### config.mk
export PLATFORM = sky130hd
export DESIGN_NAME = mw_load_store_unit
export DESIGN_NICKNAME = d
export VERILOG_FILES = /design/src/rtl/mw_lsu_pkg.sv /design/src/rtl/mw_lsu_align.sv /design/src/rtl/mw_load_store_unit.sv
export SDC_FILE = /design/constraint.sdc
export NUM_CORES = 1
export LEC_CHECK = 0
export CAP_MARGIN = 5
export CELL_PAD_IN_SITES_DETAIL_PLACEMENT = 1
export CELL_PAD_IN_SITES_GLOBAL_PLACEMENT = 1
export CORE_MARGIN = 2
export CORE_UTILIZATION = 25
export DETAILED_ROUTE_END_ITERATION = 8
export PLACE_DENSITY_LB_ADDON = 0.1
export RECOVER_POWER = 50
export SYNTH_ARGS = -nofsm -noshare
export SYNTH_HDL_FRONTEND = slang
export SYNTH_SLANG_ARGS = --single-unit
### constraint.sdc
create_clock -name clk -period 2.7 [get_ports clk]
set_clock_uncertainty 0.2 [all_clocks]
set_input_delay 0.54 -clock clk [delete_from_list [all_inputs] [get_ports clk]]
set_output_delay 0.54 -clock clk [all_outputs]
set_load 0.03 [all_outputs]
### src/rtl/mw_lsu_pkg.sv
// Shared types and helpers for the memory/writeback load-store unit.
// Misaligned-access trapping in the top level is enabled by defining MW_MISALIGN_TRAP_EN.
package mw_lsu_pkg;

    localparam logic [2:0] F3_B  = 3'b000;
    localparam logic [2:0] F3_H  = 3'b001;
    localparam logic [2:0] F3_W  = 3'b010;
    localparam logic [2:0] F3_BU = 3'b100;
    localparam logic [2:0] F3_HU = 3'b101;

    typedef enum logic [1:0] {IDLE, REQ, RESP} lsu_state_e;

    function automatic logic is_misaligned(input logic [2:0] funct3, input logic [1:0] a);
        logic r;
        case (funct3[1:0])
            2'b01:   r = a[0];
            2'b10:   r = (a != 2'b00);
            default: r = 1'b0;
        endcase
        return r;
    endfunction

endpackage

### src/rtl/mw_lsu_align.sv
// Combinational lane steering: store data/strobes toward the bus, load extraction and
// sign/zero extension back toward writeback.
module mw_lsu_align
    import mw_lsu_pkg::*;
(
    input  logic [1:0]  addr_lo,
    input  logic [2:0]  funct3,
    input  logic [31:0] st_data,
    input  logic [31:0] rdata,
    output logic [31:0] wdata,
    output logic [3:0]  wstrb,
    output logic [31:0] ld_ext
);

    logic [7:0]  w_byte;
    logic [15:0] w_half;

    always_comb begin
        wdata = st_data;
        wstrb = 4'hF;
        case (funct3[1:0])
            2'b00: begin
                wdata = {4{st_data[7:0]}};
                wstrb = 4'b0001 << addr_lo;
            end
            2'b01: begin
                wdata = {2{st_data[15:0]}};
                wstrb = 4'b0011 << {addr_lo[1], 1'b0};
            end
            default: ;
        endcase
    end

    assign w_byte = rdata[{addr_lo, 3'b000} +: 8];
    assign w_half = addr_lo[1] ? rdata[31:16] : rdata[15:0];

    always_comb begin
        ld_ext = rdata;
        case (funct3)
            F3_B:    ld_ext = {{24{w_byte[7]}}, w_byte};
            F3_H:    ld_ext = {{16{w_half[15]}}, w_half};
            F3_W:    ld_ext = rdata;
            F3_BU:   ld_ext = {24'h0, w_byte};
            F3_HU:   ld_ext = {16'h0, w_half};
            default: ld_ext = rdata;
        endcase
    end

endmodule

### src/rtl/mw_load_store_unit.sv
// Memory/writeback load-store unit: bus FSM, timeout, stall and registered writeback.
// Define MW_MISALIGN_TRAP_EN to trap misaligned H/W accesses instead of truncating them.
module mw_load_store_unit
    import mw_lsu_pkg::*;
#(
    parameter int ADDR_W      = 32,
    parameter int TIMEOUT_CYC = 255
) (
    input  logic              clk,
    input  logic              rst,
    input  logic [31:0]       ALUResult_MW,
    input  logic [31:0]       rdata2_MW,
    input  logic [4:0]        waddr_MW,
    input  logic              mem_read_MW,
    input  logic              mem_write_MW,
    input  logic [2:0]        funct3_MW,
    output logic              Stall_MW,
    output logic              dbus_req,
    output logic              dbus_we,
    output logic [ADDR_W-1:0] dbus_addr,
    output logic [31:0]       dbus_wdata,
    output logic [3:0]        dbus_wstrb,
    input  logic              dbus_gnt,
    input  logic              dbus_rvalid,
    input  logic [31:0]       dbus_rdata,
    output logic              ld_valid,
    output logic [4:0]        ld_waddr,
    output logic [31:0]       ld_data,
    output logic              bus_err
`ifdef MW_MISALIGN_TRAP_EN
    ,
    output logic              misalign,
    output logic [31:0]       misalign_addr
`endif
);

    localparam int CNT_W = $clog2(TIMEOUT_CYC + 1);
    localparam logic [CNT_W-1:0] TMO_LAST = CNT_W'(TIMEOUT_CYC - 1);

    lsu_state_e     r_state;
    logic [CNT_W-1:0] r_cnt;
    logic           r_ld_valid, r_bus_err;
    logic [4:0]     r_ld_waddr;
    logic [31:0]    r_ld_data;

    logic        w_op, w_store, w_mis, w_req, w_wait, w_timeout, w_complete;
    logic [31:0] w_wdata, w_ld_ext;
    logic [3:0]  w_wstrb;

    assign w_op    = mem_read_MW | mem_write_MW;
    assign w_store = mem_write_MW;
`ifdef MW_MISALIGN_TRAP_EN
    assign w_mis   = w_op && is_misaligned(funct3_MW, ALUResult_MW[1:0]);
`else
    assign w_mis   = 1'b0;
`endif

    mw_lsu_align u_align (
        .addr_lo (ALUResult_MW[1:0]),
        .funct3  (funct3_MW),
        .st_data (rdata2_MW),
        .rdata   (dbus_rdata),
        .wdata   (w_wdata),
        .wstrb   (w_wstrb),
        .ld_ext  (w_ld_ext)
    );

    assign w_wait    = (r_state == REQ && !dbus_gnt) || (r_state == RESP && !dbus_rvalid);
    assign w_timeout = w_wait && (r_cnt == TMO_LAST);

    always_comb begin
        w_complete = 1'b0;
        case (r_state)
            IDLE:    w_complete = w_op && (w_mis || (dbus_gnt && w_store));
            REQ:     w_complete = (dbus_gnt && w_store) || w_timeout;
            RESP:    w_complete = dbus_rvalid || w_timeout;
            default: w_complete = 1'b0;
        endcase
    end

    // Reset gates the bus and stall combinationally so an in-flight request drops at once.
    assign w_req      = !rst && ((r_state == IDLE && w_op && !w_mis) || r_state == REQ);
    assign Stall_MW   = !rst && w_op && !w_complete;
    assign dbus_req   = w_req;
    assign dbus_we    = w_req && w_store;
    assign dbus_addr  = w_req ? {ALUResult_MW[ADDR_W-1:2], 2'b00} : '0;
    assign dbus_wdata = (w_req && w_store) ? w_wdata : 32'h0;
    assign dbus_wstrb = (w_req && w_store) ? w_wstrb : 4'h0;

    assign ld_valid = r_ld_valid;
    assign ld_waddr = r_ld_waddr;
    assign ld_data  = r_ld_data;
    assign bus_err  = r_bus_err;

`ifdef MW_MISALIGN_TRAP_EN
    logic        r_misalign;
    logic [31:0] r_misalign_addr;
    assign misalign      = r_misalign;
    assign misalign_addr = r_misalign_addr;
`endif

    always_ff @(posedge clk) begin
        if (rst) begin
            r_state    <= IDLE;
            r_cnt      <= '0;
            r_ld_valid <= 1'b0;
            r_ld_waddr <= 5'd0;
            r_ld_data  <= 32'h0;
            r_bus_err  <= 1'b0;
`ifdef MW_MISALIGN_TRAP_EN
            r_misalign      <= 1'b0;
            r_misalign_addr <= 32'h0;
`endif
        end else begin
            r_ld_valid <= 1'b0;
            r_bus_err  <= 1'b0;
`ifdef MW_MISALIGN_TRAP_EN
            r_misalign <= 1'b0;
`endif
            case (r_state)
                IDLE: begin
                    if (w_mis) begin
`ifdef MW_MISALIGN_TRAP_EN
                        r_misalign      <= 1'b1;
                        r_misalign_addr <= ALUResult_MW;
`endif
                    end else if (w_op && dbus_gnt) begin
                        if (!w_store) begin
                            r_state <= RESP;
                            r_cnt   <= '0;
                        end
                    end else if (w_op) begin
                        r_state <= REQ;
                        r_cnt   <= '0;
                    end
                end
                REQ: begin
                    if (dbus_gnt) begin
                        r_state <= w_store ? IDLE : RESP;
                        r_cnt   <= '0;
                    end else if (w_timeout) begin
                        r_state   <= IDLE;
                        r_bus_err <= 1'b1;
                        if (!w_store) begin
                            r_ld_valid <= 1'b1;
                            r_ld_waddr <= waddr_MW;
                            r_ld_data  <= 32'h0;
                        end
                    end else begin
                        r_cnt <= r_cnt + 1'b1;
                    end
                end
                RESP: begin
                    if (dbus_rvalid) begin
                        r_state    <= IDLE;
                        r_ld_valid <= 1'b1;
                        r_ld_waddr <= waddr_MW;
                        r_ld_data  <= w_ld_ext;
                    end else if (w_timeout) begin
                        r_state    <= IDLE;
                        r_bus_err  <= 1'b1;
                        r_ld_valid <= 1'b1;
                        r_ld_waddr <= waddr_MW;
                        r_ld_data  <= 32'h0;
                    end else begin
                        r_cnt <= r_cnt + 1'b1;
                    end
                end
                default: r_state <= IDLE;
            endcase
        end
    end

endmodule

* Word level (Yosys, flattened, before mapping) *
Cells that the tools add are included.

word-level totals
  input port bits = 110
  output and inout port bits = 110
  flip-flop bits (word level) = 49

cells by class
  reductions and logical operators = 27
  shifts and indexed selects = 3
  bitwise logic cells = 1
  add/subtract/negate cells = 1
  muxes and demuxes = 44
  equal/unequal tests = 14

operators with widths
  cell                   count
  $mux W32               7
  $pmux W32 S2           2
  $pmux W32 S4           1
  $mux W8                6
  $shiftx A32 B6 Y8      1
  $mux W5                5
  $pmux W8 S3            1
  $mux W16               1
  $mux W2                7
  $logic_and A1 B1 Y1    11
  $pmux W5 S2            1
  $add A8 B1 Y8 const B  1
  $eq A8 B8 Y1 const B   1
  $ne A2 B2 Y1 const B   4
  $pmux W4 S2            1
  $mux W1                7
  $eq A3 B3 Y1 const B   2
  $ne A3 B3 Y1 const B   2
  $pmux W2 S3            1
  $reduce_and A5 Y1      1
  $eq A2 B1 Y1 const B   2
  $logic_not A1 Y1       4
  $logic_not A2 Y1       2
  $logic_or A1 B1 Y1     4
  14 further kinds       15

* Depth between registers and ports, before layout *
  depth in word-level cells = 8
  mapped depth = 8

* Modules after synthesis *
From an unflattened synthesis, not the netlist that was laid out.

second synthesis, totals
  cell total of the unflattened synthesis = 541
  area total of the unflattened synthesis = 4,086.4 µm²

modules (own cells, without submodules)
  module              instances  area each (µm²)  cells each
  mw_load_store_unit  1          2,688.8          350
  mw_lsu_align        1          1,397.6          191

* Worst setup path after synthesis *
No wires, ideal clock.

  path kind = input port to output port
  start point = input port mem_write_MW
  end point = output port dbus_wdata[24]
  path slack = -0.158 ns
  cell stages on the path = 7
  data required time = 1.960 ns
  data arrival time = 2.118 ns
  cell sequence = clkbuf_1 -> o21ai_0 -> a21oi_1 -> nand2_1 -> clkbuf_1 -> clkbuf_1 -> nor2_1

between the ends
  word-level cells in the longest chain between the ends = 6

RTL lines
  item                     RTL line                  text
  start, declared          mw_load_store_unit.sv:15  input logic mem_write_MW,
  $or A1 B1 Y1             mw_load_store_unit.sv:50  assign w_op = mem_read_MW | mem_write_MW;
  $logic_and A1 B1 Y1      mw_load_store_unit.sv:82  assign w_req = !rst && ((r_state == IDLE && w_op && !w_mis) || r_state == REQ);
  $logic_or A1 B1 Y1       mw_load_store_unit.sv:82
  $logic_and A1 B1 Y1      mw_load_store_unit.sv:82
  $logic_and A1 B1 Y1 (*)  mw_load_store_unit.sv:87  assign dbus_wdata = (w_req && w_store) ? w_wdata : 32'h0;
  $mux W32 (*)             mw_load_store_unit.sv:87
  end, declared            mw_load_store_unit.sv:21  output logic [31:0] dbus_wdata,

Every way passes the cells marked *; elsewhere a longest branch is shown, timed or not.

* Worst setup path in the final report *
  start point = input port funct3_MW[1]
  end point = output port dbus_wdata[29]

between the ends
  word-level cells in the longest chain between the ends = 3
  elaborated cells on any way between the ends = 4
  classes of those cells = eq/ne (1); mux (2); reduce/logical (1)

RTL lines
  item                                              RTL line                  text
  start, declared                                   mw_load_store_unit.sv:16  input logic [2:0] funct3_MW,
  $eq A2 B1 Y1 or $logic_not A2 Y1 (tied branches)  mw_lsu_align.sv:21        case (funct3[1:0])
  $pmux W32 S2 (*)                                  mw_lsu_align.sv:21
  $mux W32 (*)                                      mw_load_store_unit.sv:87

Marked as above.

==> metrics.yaml <==
synth:
  syn-cell-area_mm2: 0.003620
  synth_cells: 483
  avgSynthCellArea_um2: 7.494
  ys_ff_latch: 49
  ys_warn_count: 0
  async_flop_share_pct: 0
  synth_cell_type_count: 51
  synth_top_area_share_pct: 27.10
  ys.flop_type: "dfxtp_1"
  synth-edff-count: 0
  synthTopCellsByCount: "nand2_1 (54), a21oi_1 (50), dfxtp_1 (49), nor2_1 (41)"
  synth_top_area_cell: "dfxtp_1"
  synth.most_common_cell: "nand2_1"
  synth_area_leaders: "dfxtp_1 (27%), mux2i_1 (8.0%), a21oi_1 (6.9%)"
  ys_seq_area_share_pct: 27.10
setup_path:
  crit_family: "buffers and inverters"
  crit_slowest_cell: "clkdlybuf4s50_1"
  reg2reg_to: "ld_data[7]"
  critPathLaunchType: "input pin"
  worstSetupPathType: "input pin to primary output"
  critPathMaxStageDelay_ps: 570
  crit_fanout: 11
  critPathArrivalTime_ps: 1890
  worstRegToRegCells: 7
  r2r_start: "r_cnt[1]"
  crit_cells: 7
  endpoint_kind: "primary output"
  worstPathBufferInverterCount: 4
  cp.required_ps: 1960
  crit_chain: "clkdlybuf4s50_1, buf_6, buf_12, nor2_1, a21oi_1, nor2_2, buf_4"
  startpoint: "funct3_MW[1]"
  r2r_slack_ps: 300
  crit_path_end: "dbus_wdata[29]"
clock_network:
  cts_buffers: 5
  postCtsHoldBufs: 0
  clock_path_buffers: 2
  insertion_delay_ps: 290
  ctsHtreeMaxLevel: 2
  cts_tree: "built"
  cts.sinks: 49
  clk_pin_slew_ps: 70
  root_buffer: "clkbuf_16"
placed_design:
  dp_slack_ps: -102.5
  io_buffers: 217
  hpwl_um: 13740
  routabilityCongestion: 0.9816
finish:
  syn_to_final_growth_pct: 76.11
  nets: 827
  nFillCells: 1704
  layout-drive-gt1-share_pct: 21.35
timing:
  rsz0062_at_grt: "yes"
  finalCriticalPeriod_ps: 2628
  timing.setup.tns_ps: 0
  slew_violations: 0
  period_share_pct: 97.32
  setup_viol: 0
  max_freq_mhz: 380.6
  holdWs_ps: 280.9
  relSlewSlack_pct: 61.25
  worst_pin_slew_ps: 573.2
  final_hold_viol_count: 0
  layout_setup_ws_ps: 72.40
routing:
  drt_iter0_markers: 164
  wire_per_inst_um: 18.99
  vias_per_cell: 5.226
  vias: 4672
  wl_um: 16980
  first_pass_iters: 6
  drc: 0
  postRouteAntennaNets: 0
floorplan:
  die_area_mm2: 0.01546
  start_util_pct: 25.88
  num_rows: 43
  die_h_um: 124.3
  fp.dieW_um: 124.3
  boundaryPins: 220
  fp.coreArea_mm2: 0.01399
global_routing:
  grt_pass1_vias: 4789
  antenna_found_initial: 2
  grt_overflow: 0
  grt.total_usage_pct: 21.19
  grt_start_max_net_pins: 40
  grt_pass1_wl_um: 26590
power:
  pwr_density_cell_mw_per_mm2: 363.2
  p_leak_nw: 2.642
  ir_drop_mv: 0.2456
hold_path:
  hp-class: "register to register"
job:
  drv_cap: 0
outcome:
  status: "completed"
layout make-up:
| cell class | count | area (um^2) | share of cell area (%) |
|---|---|---|---|
| Antenna cell | 2 | 5.005 | 0.07851 |
| Clock buffer | 5 | 125.1 | 1.963 |
| Clock inverter | 3 | 28.78 | 0.4514 |
| Inverter | 24 | 90.09 | 1.413 |
| Multi-Input combinational cell | 368 | 2480 | 38.90 |
| Sequential cell | 49 | 980.9 | 15.39 |
| Tap cell | 180 | 225.2 | 3.533 |
| Timing Repair Buffer | 263 | 2440 | 38.27 |
cells in the final DEF (no fill, tap or decap), types with 3 or more instances in the layout:
cell               n
clkdlybuf4s50_1  107
buf_4            100
nand2_1           52
dfxtp_1           49
a21oi_1           43
dlygate4sd3_1     39
nor2_1            31
and2_1            30
mux2i_1           28
inv_1             22
o211ai_1          18
a311oi_1          16
o221ai_1          11
nor2_2            10
o21ai_0            9
and3_1             9
nand3_1            9
o22ai_1            9
o31ai_1            9
nand2b_1           8
o32ai_1            8
a21oi_2            7
a2111o_1           7
buf_12             7
clkbuf_16          5
a21o_1             4
a211o_1            3
a211oi_1           3
ha_1               3
buf_6              3
worst register-to-register path: cells and delay by family, from the launching register on:
kind                       cells  cell delay [ps]
buffers and inverters          2              500
adders and majority gates      1              230
AOI/OAI and AO/OA              3              780
and+or+nand+nor                1              130
DFF                            1              420
routing by layer:
metal	wire length, um	vias to the layer above	GRT usage (%)	share of wire (%)
li1	-	2236	-	-
met2	8803	170	38.48	52
met3	1126	18	5.928	6.6
met5	0	-	0	0
met1	6663	2248	23.98	39
met4	382	0	6.411	2.3
metrics by stage:
step	power [mW]	area, um^2	cells	utilization [%]
after detailed placement	1.647	6146	884	43.94
final	2.315	6375	894	45.57
after CTS	2.329	6314	892	45.13
after global routing	2.439	6375	894	45.57
after floorplan	1.204	3654	484	-
after global placement	1.630	6146	884	43.94
kinds of logic (layout without fill, tap and decap cells):
family                     Yosys count  in the layout  share of synthesized area (%)
buffers and inverters               67            295                          7.466
muxes                               30             30                          8.642
DFF                                 49             49                          27.10
other                                1              4                         0.1036
adders and majority gates            6              6                          2.074
and+or+nand+nor                    168            168                          22.81
AOI/OAI and AO/OA                  162            162                          31.80
report_power, final:
part,total (mW),internal [mW],switching (mW)
combinational,0.900,0.415,0.485
clock,0.670,0.356,0.314
sequential,0.746,0.735,0.0111
total,2.32,1.51,0.809
state kept, by name, indices dropped and copies added, names as in the netlist:
signal	flops
ld_data	32
ld_valid	1
ld_waddr	5
bus_err	1
r_cnt	8
r_state	2
how the worst min path moves through the flow:
stage	start	to	slack [ps]	depth (start not counted)
2_1_floorplan	r_cnt[7]	r_cnt[7]	260	2
3_3_place_gp	ld_data[10]	ld_data[10]	270	2
3_5_place_dp	ld_data[11]	ld_data[11]	270	2
4_1_cts	ld_data[13]	ld_data[13]	290	2
5_1_grt	ld_data[13]	ld_data[13]	320	2
6_report	ld_data[13]	ld_data[13]	280	2
timing repair:
| action | in CTS | in global routing |
|---|---|---|
| pin swaps | 1 | 1 |
| setup endpoints to repair | 64 | 59 |
| buffers inserted | 0 | 0 |
| gates resized for setup | 7 | 19 |
Power figures use the tool's default switching activity.
